**src/rtl/stream_serializer.sv**
```systemverilog
// Stream serializer: accepts SIZE-bit words and emits them as RATIO beats of
// OUT_SIZE bits, least-significant beat first. A new word may be accepted on
// the same cycle the final beat of the current word transfers, so a
// continuous stream flows without idle bubbles.
module stream_serializer #(
  parameter int unsigned SIZE     = 8,
  parameter int unsigned OUT_SIZE = 2
) (
  input  logic                clk,
  input  logic                rst_n,
  input  logic                in_val,
  output logic                in_rdy,
  input  logic [SIZE-1:0]     in_data,
  output logic                out_val,
  input  logic                out_rdy,
  output logic [OUT_SIZE-1:0] out_data,
  output logic                out_last,
  output logic                busy
);

  localparam int unsigned RATIO = SIZE / OUT_SIZE;
  localparam int unsigned CntW  = (RATIO > 1) ? $clog2(RATIO) : 1;
  localparam logic [CntW-1:0] LastCnt = CntW'(RATIO - 1);

  typedef enum logic [0:0] {StIdle, StSend} state_e;

  state_e          state_q, state_d;
  logic [CntW-1:0] cnt_q, cnt_d;
  logic [SIZE-1:0] data_q, data_d;

  logic accept;
  logic xfer;
  logic at_last;

  // Held word viewed as an array of beats; beat 0 is the LSB slice.
  logic [RATIO-1:0][OUT_SIZE-1:0] beats;
  assign beats = data_q;

  // Handshake and output decode.
  always_comb begin
    at_last  = (state_q == StSend) && (cnt_q == LastCnt);
    out_val  = (state_q == StSend);
    busy     = (state_q == StSend);
    out_last = at_last;
    out_data = beats[cnt_q];
    // Refill is only possible when the final beat leaves this very cycle.
    in_rdy   = (state_q == StIdle) || (at_last && out_rdy);
    accept   = in_val && in_rdy;
    xfer     = out_val && out_rdy;
  end

  // Next-state logic for the FSM, beat counter and word register.
  always_comb begin
    state_d = state_q;
    cnt_d   = cnt_q;
    data_d  = data_q;
    unique case (state_q)
      StIdle: begin
        if (accept) begin
          data_d  = in_data;
          cnt_d   = '0;
          state_d = StSend;
        end
      end
      StSend: begin
        if (xfer) begin
          if (!at_last) begin
            cnt_d = cnt_q + 1'b1;
          end else if (accept) begin
            data_d = in_data;
            cnt_d  = '0;
          end else begin
            cnt_d   = '0;
            state_d = StIdle;
          end
        end
      end
      default: begin
        state_d = StIdle;
        cnt_d   = '0;
      end
    endcase
  end

  // State registers; reset discards any word in flight.
  always_ff @(posedge clk or negedge rst_n) begin
    if (!rst_n) begin
      state_q <= StIdle;
      cnt_q   <= '0;
      data_q  <= '0;
    end else begin
      state_q <= state_d;
      cnt_q   <= cnt_d;
      data_q  <= data_d;
    end
  end

endmodule

```
**config.mk**
```make
export PLATFORM = sky130hd
export DESIGN_NAME = stream_serializer
export DESIGN_NICKNAME = d
export VERILOG_FILES = /design/src/rtl/stream_serializer.sv
export SDC_FILE = /design/constraint.sdc
export NUM_CORES = 1
export LEC_CHECK = 0
export ABC_AREA = 1
export CELL_PAD_IN_SITES_DETAIL_PLACEMENT = 0
export CELL_PAD_IN_SITES_GLOBAL_PLACEMENT = 2
export CORE_MARGIN = 4
export CORE_UTILIZATION = 23
export DETAILED_ROUTE_END_ITERATION = 12
export HOLD_SLACK_MARGIN = 0.15
export MAX_ROUTING_LAYER = met4
export PLACE_DENSITY_LB_ADDON = 0.1
export SLEW_MARGIN = 20
export SYNTH_ARGS = -nofsm -noshare
export SYNTH_HDL_FRONTEND = slang
export SYNTH_SLANG_ARGS = --single-unit
```
**constraint.sdc**
```tcl
create_clock -name clk -period 1.15 [get_ports clk]
set_clock_uncertainty 0.2 [all_clocks]
set_input_delay 0.345 -clock clk [delete_from_list [all_inputs] [get_ports clk]]
set_output_delay 0.345 -clock clk [all_outputs]
set_load 0.01 [all_outputs]
```
==> results of run 1 <==
-- kinds of logic after synthesis --
logic type / count (synthesis)
compound gates: 8
fa+ha+maj: 1
buf+inv: 13
flops: 11
simple gates: 38
-- layout make-up --
type,instances,area (um^2),area share [%]
inverters,10,47.5,4.22
clock buffers,4,26.3,2.33
multi-input cells,47,325,28.9
flip-flops and latches,11,277,24.6
repair inverters,1,6.26,0.556
repair buffers,40,407,36.1
well taps,30,37.5,3.33
-- report_power, final --
part / switching (mW) / internal (mW)
Clock: 0.128 / 0.134
Combinational: 0.633 / 0.777
Sequential: 0.121 / 0.569
-- timing repair --
item	CTS	global route
cloned	0	1
pin swaps	3	7
endpoints found under the setup margin	17	17
gates resized for setup	45	13
hold endpoints to repair	0	0
buffers inserted	6	0
-- layout by cell type (no fill, tap or decap) --
cell	instances
buf_12	3
buf_2	2
buf_4	11
buf_6	13
clkbuf_1	1
clkbuf_4	3
clkdlybuf4s50_1	9
dfrtp_1	10
dfrtp_2	1
dlygate4sd2_1	2
ha_4	1
inv_1	6
inv_2	2
inv_4	2
inv_8	1
nand2_1	19
nand2_2	6
nand2_8	2
nand3_1	1
nand3_4	1
nand4_1	9
o211ai_1	4
o21ai_1	2
o21ai_4	2
-- flip-flops by register name (all words and copies together), names as in the netlist --
name   count
beats      8
cnt_q      2
busy       1
-- per-layer routing --
metal  global-route usage [%]  vias to the layer above  part of all wire (%)
met3                     5.01                        2                   6.4
met5                        -                        -                     0
met1                     11.2                      298                    42
li1                         -                      326                     -
met4                     1.94                        0                  0.38
met2                     16.8                       11                    51
-- cell usage after synthesis --
| master | number | area [um^2] |
|---|---|---|
| nand4_1 | 9 | 56.3 |
| nand2_8 | 1 | 20.0 |
| dfrtp_1 | 11 | 275 |
| inv_2 | 1 | 3.75 |
| ha_1 | 1 | 12.5 |
| o21ai_0 | 2 | 10.0 |
| buf_4 | 2 | 15.0 |
| nand3_4 | 1 | 17.5 |
| o211ai_1 | 4 | 30.0 |
| inv_1 | 8 | 30.0 |
| buf_6 | 1 | 11.3 |
| nand3_1 | 1 | 5.00 |
| o21ai_1 | 1 | 5.00 |
| o21ai_2 | 1 | 8.76 |
| clkinv_1 | 1 | 3.75 |
| nand2_4 | 1 | 11.3 |
| nand2_1 | 25 | 93.8 |
-- metrics by stage --
stage / hold WS, ns / setup WS, ns / cells
after floorplan: -0.151 / -0.145 / 71
after CTS: 0.178 / -0.623 / 142
after global routing: 0.174 / -0.685 / 143
after detailed placement: 0.266 / -0.994 / 132
final: 0.182 / -0.607 / 143
after global placement: 0.262 / -0.975 / 132
-- worst min path at each step --
stage | end | slack [ns]
final | beats[0] | 0.18
after global routing | beats[0] | 0.17
after CTS | beats[0] | 0.18
after detailed placement | beats[5] | 0.27
after global placement | beats[3] | 0.26
after floorplan | beats[0] | -0.15
==> flow_metrics.env, run 1 <==
export IMPL_outcome="complete, but fails checks"
export IMPL_violations="negative setup slack"
export IMPL_antenna_found_initial=0
export IMPL_final_util_pct=45.0
export IMPL_finalSetupViolations=17
export IMPL_cts_path_max_buffers=2
export IMPL_relSlewSlack_pct=85.1
export IMPL_syn_inst=71
export IMPL_critical_path_top_delay_family="flip-flops"
export IMPL_drt_wl_total_um=1600
export IMPL_p_leak_nw=0.548
export IMPL_rr_endpoint="beats[5]"
export IMPL_drcViolationCount=0
export IMPL_post_drt_wl_per_cell_um=11.2
export IMPL_clock_latency_ns=0.26
export IMPL_period_minus_slack_ns=1.76
export IMPL_worst_pin_slew_ns=0.224
export IMPL_syn_area_um2=609
export IMPL_rr_worst_depth=8
export IMPL_irDropWorstVdd_mv=0.938
export IMPL_p_per_area_nw_per_um2=2100
export IMPL_ant_nets=0
export IMPL_cp_common_cell="buf_6"
export IMPL_gr_total_overflow=0
export IMPL_synth_xor_area_share_pct=0
export IMPL_cp_depth=5
export IMPL_cp_required_ns=0.60
export IMPL_setup_tns_final_ns=-5.61
export IMPL_cp_cell_sequence="buf_6 -> buf_6 -> o211ai_1 -> nand2_1 -> buf_2"
export IMPL_reg2reg_from="cnt_q[0]"
export IMPL_rsz0062_at_grt="yes"
export IMPL_start_kind="register"
export IMPL_io_buffers=17
export IMPL_synth_seq_area_share_pct=45.2
export IMPL_routed_via_density=4.45
export IMPL_hold_viol=0
export IMPL_synthSimpleGateAreaFrac_pct=33.5
export IMPL_critPathArrivalTime_ns=1.21
export IMPL_grt_first_pass_wirelength_um=2590
export IMPL_clkTransAtPathRegs_ns=0.07
export IMPL_crit_slowest_cell="dfrtp_1"
export IMPL_cts_sinks=11
export IMPL_cp_buffers_inverters=3
export IMPL_placed_area_um2=955
export IMPL_design_area_um2=1130
export IMPL_finalNetCount=127
export IMPL_clock_fmax_mhz=569
export IMPL_core_area_um2=2500
export IMPL_synth_top_family_by_area="simple AND/OR/NAND/NOR gates"
export IMPL_row_count=18
export IMPL_period_share_pct=153
export IMPL_drive_gt1_share_pct=44.2
export IMPL_via_count=637
export IMPL_dp_hpwl_um=1240
export IMPL_fp_dieH_um=59.5
export IMPL_io_pin_count=18
export IMPL_power_total_mw=2.36
export IMPL_cts_made_buffers=3
export IMPL_drv_cap=0
export IMPL_maxSlewViolCount=0
export IMPL_start_util_pct=24.4
export IMPL_grt_pass1_vias=604
export IMPL_finalWorstSetupSlack_ns=-0.607
export IMPL_endpoint="out_data[1]"
export IMPL_synth_mux_area_share_pct=0
export IMPL_htreeDepth=1
export IMPL_firstDrtPassIters=3
export IMPL_path_class="register to primary output"
export IMPL_rrSetupSlack_ns=-0.33
export IMPL_ys_ff_latch=11
export IMPL_grt_max_degree=10
export IMPL_synth_cell_types=17
export IMPL_root_buffer="clkbuf_4"
export IMPL_setup_worst_path_start="cnt_q[1]"
export IMPL_track_usage_pct=10.3
export IMPL_yosys_warnings=0
export IMPL_crit_path_max_fanout=3
export IMPL_synth_compound_area_share_pct=8.83
export IMPL_area_delta_synth_final_pct=84.8
export IMPL_place_congestion=0.688
export IMPL_cpPeakStageDelay_ns=0.43
export IMPL_cp_end_kind="primary output"
export IMPL_die_width_um=59.5
export IMPL_cts_tree="yes"
export IMPL_cts_hold_buffers=0
export IMPL_drt_initial_drc_count=5
export IMPL_synth_avg_cell_area_um2=8.58
export IMPL_yosys_area_share_adder_pct=2.05
export IMPL_hp_class="input pin to asynchronous set/reset pin"
export IMPL_nFillCells=255
export IMPL_dieArea_um2=3540
export IMPL_antenna_cells=0
export IMPL_syn_nets=84
Note: power is estimated with default switching activity, not from simulation.
==> run 2, diff against run 1 <==
--- a/config.mk
+++ b/config.mk
@@ -10,6 +10,7 @@
 export CELL_PAD_IN_SITES_GLOBAL_PLACEMENT = 2
 export CORE_MARGIN = 4
 export CORE_UTILIZATION = 23
+export CTS_CLUSTER_DIAMETER = 200
 export DETAILED_ROUTE_END_ITERATION = 12
 export HOLD_SLACK_MARGIN = 0.15
 export MAX_ROUTING_LAYER = met4
==> results of run 2 <==
Same layout as run 1: the final DEF is identical, and so are final timing and power.
==> run 3, diff against run 2 <==
--- a/config.mk
+++ b/config.mk
@@ -8,7 +8,6 @@
 export ABC_AREA = 1
 export CELL_PAD_IN_SITES_DETAIL_PLACEMENT = 0
 export CELL_PAD_IN_SITES_GLOBAL_PLACEMENT = 2
-export CORE_MARGIN = 4
 export CORE_UTILIZATION = 23
 export CTS_CLUSTER_DIAMETER = 200
 export DETAILED_ROUTE_END_ITERATION = 12
==> flow_metrics.env, run 3 (synthesis results as in run 1) <==
export IMPL_grt_pass1_vias=555
export IMPL_cts_hold_buffers=0
export IMPL_cp_cell_sequence="buf_4 -> buf_4 -> o211ai_1 -> nand2_1 -> buf_2"
export IMPL_critical_path_top_delay_family="buffers and inverters"
export IMPL_finalSetupViolations=17
export IMPL_clock_fmax_mhz=568
export IMPL_antenna_found_initial=0
export IMPL_relSlewSlack_pct=88.2
export IMPL_finalNetCount=125
export IMPL_track_usage_pct=13.4
export IMPL_die_width_um=53.5
export IMPL_worst_pin_slew_ns=0.176
export IMPL_post_place_ws_ns=-0.974
export IMPL_finalWorstSetupSlack_ns=-0.610
export IMPL_largest_reg_flops=8
export IMPL_cp_common_cell="buf_4"
export IMPL_sequentialPowerShare_pct=30.6
export IMPL_whs_ns=0.197
export IMPL_dpl_cell_count=128
export IMPL_io_pin_count=18
export IMPL_row_count=18
export IMPL_firstDrtPassIters=4
export IMPL_outcome="complete, but fails checks"
export IMPL_core_area_um2=2500
export IMPL_rsz0062_at_grt="yes"
export IMPL_drt_initial_drc_count=6
export IMPL_clock_power_share_pct=11.4
export IMPL_crit_path_max_fanout=2
export IMPL_via_count=605
export IMPL_reg2reg_from="cnt_q[1]"
export IMPL_cts_sinks=11
export IMPL_start_kind="register"
export IMPL_swShare_pct=37.7
export IMPL_drcViolationCount=0
export IMPL_fp_dieH_um=53.5
export IMPL_p_switching_uw=856
export IMPL_cts_tree="yes"
export IMPL_ant_nets=0
export IMPL_io_buffers=17
export IMPL_hold_viol=0
export IMPL_post_drt_wl_per_cell_um=10.5
export IMPL_internal_power_mw=1.41
export IMPL_p_per_area_nw_per_um2=2060
export IMPL_p_leak_nw=0.534
export IMPL_antenna_cells=0
export IMPL_htreeDepth=1
export IMPL_combPwrFrac_pct=58.0
export IMPL_start_util_pct=24.4
export IMPL_irDropWorstVdd_mv=0.938
export IMPL_cp_buffers_inverters=3
export IMPL_cp_end_kind="primary output"
export IMPL_place_congestion=0.701
export IMPL_cts_made_buffers=3
export IMPL_final_common_cell="nand2_1"
export IMPL_gr_total_overflow=0
export IMPL_layout_common_cells="15 x nand2_1, 11 x buf_4, 10 x dfrtp_1, 10 x buf_6"
export IMPL_root_buffer="clkbuf_4"
export IMPL_clock_latency_ns=0.27
export IMPL_power_total_mw=2.27
export IMPL_cp_required_ns=0.60
export IMPL_maxSlewViolCount=0
export IMPL_period_minus_slack_ns=1.76
export IMPL_violations="negative setup slack"
export IMPL_grt_first_pass_wirelength_um=2590
export IMPL_path_class="register to primary output"
export IMPL_drt_wl_total_um=1480
export IMPL_dp_hpwl_um=1110
export IMPL_dieArea_um2=2860
export IMPL_hp_class="input pin to asynchronous set/reset pin"
export IMPL_cts_path_max_buffers=2
export IMPL_critPathArrivalTime_ns=1.21
export IMPL_drv_cap=0
export IMPL_period_share_pct=153
export IMPL_crit_slowest_cell="dfrtp_1"
export IMPL_instances_no_fill=141
export IMPL_grt_max_degree=12
export IMPL_routed_via_density=4.29
export IMPL_setup_worst_path_start="cnt_q[1]"
export IMPL_cpPeakStageDelay_ns=0.39
export IMPL_area_delta_synth_final_pct=80.3
export IMPL_nFillCells=258
export IMPL_clkTransAtPathRegs_ns=0.07
export IMPL_drive_gt1_share_pct=46.8
run 3: cell types whose count changed in the layout (fill, tap and decap cells not counted), sizes merged:
| cell | delta |
|---|---|
| clkinv | +2 |
| inv | -2 |
| buf | -2 |
run 3: layout make-up:
cell class	instances	area, um^2	area share (%)
timing repair buffer	38	378	34.4
multi-input combinational	47	330	30.1
sequential	11	277	25.2
inverter	10	45.0	4.10
tap	30	37.5	3.42
clock buffer	4	26.3	2.39
timing repair inverter	1	5.00	0.456
run 3: layer usage:
metal	wire length, um	share of wire (%)	global-route usage, %	vias to the layer above
met2	662	45	20.2	15
met5	0	0	-	-
met4	12	0.81	2.63	0
met1	728	49	16.9	271
met3	80	5.4	5.17	2
li1	-	-	-	317
run 3: repair_timing:
item,in CTS,in global routing
pin swaps,6,3
setup endpoints to repair,17,17
gates resized for setup,43,17
cloned,1,0
setup buffers,6,4
run 3: final timing paths:
| path | endpoint | slack, ns | cells past startpoint |
|---|---|---|---|
| setup / recovery | out_data[1] | -0.61 | 5 |
| hold / removal | beats[3] | 0.20 | 2 |
| max in group asynchronous | busy | 0.44 | 2 |
| hold reg to reg | beats[1] | 0.29 | 2 |
| min in group clk | beats[1] | 0.29 | 2 |
| setup reg to reg | beats[2] | -0.36 | 8 |
run 3: through the flow:
stage	TNS, ns	utilization (%)	area (um^2)
global placement	-9.20	37.0	925
finish	-5.96	43.9	1100
detailed placement	-9.18	37.0	925
floorplan	-1.04	-	621
CTS	-5.78	41.4	1040
global route	-7.12	43.9	1100
run 3: power groups by stage:
stage,Sequential (mW),Clock (mW),Combinational [mW]
2_1_floorplan,0.661,0,0.560
3_3_place_gp,0.687,0,1.03
3_5_place_dp,0.690,0,1.03
4_1_cts,0.672,0.273,1.18
5_1_grt,0.721,0.292,1.47
6_report,0.694,0.258,1.32
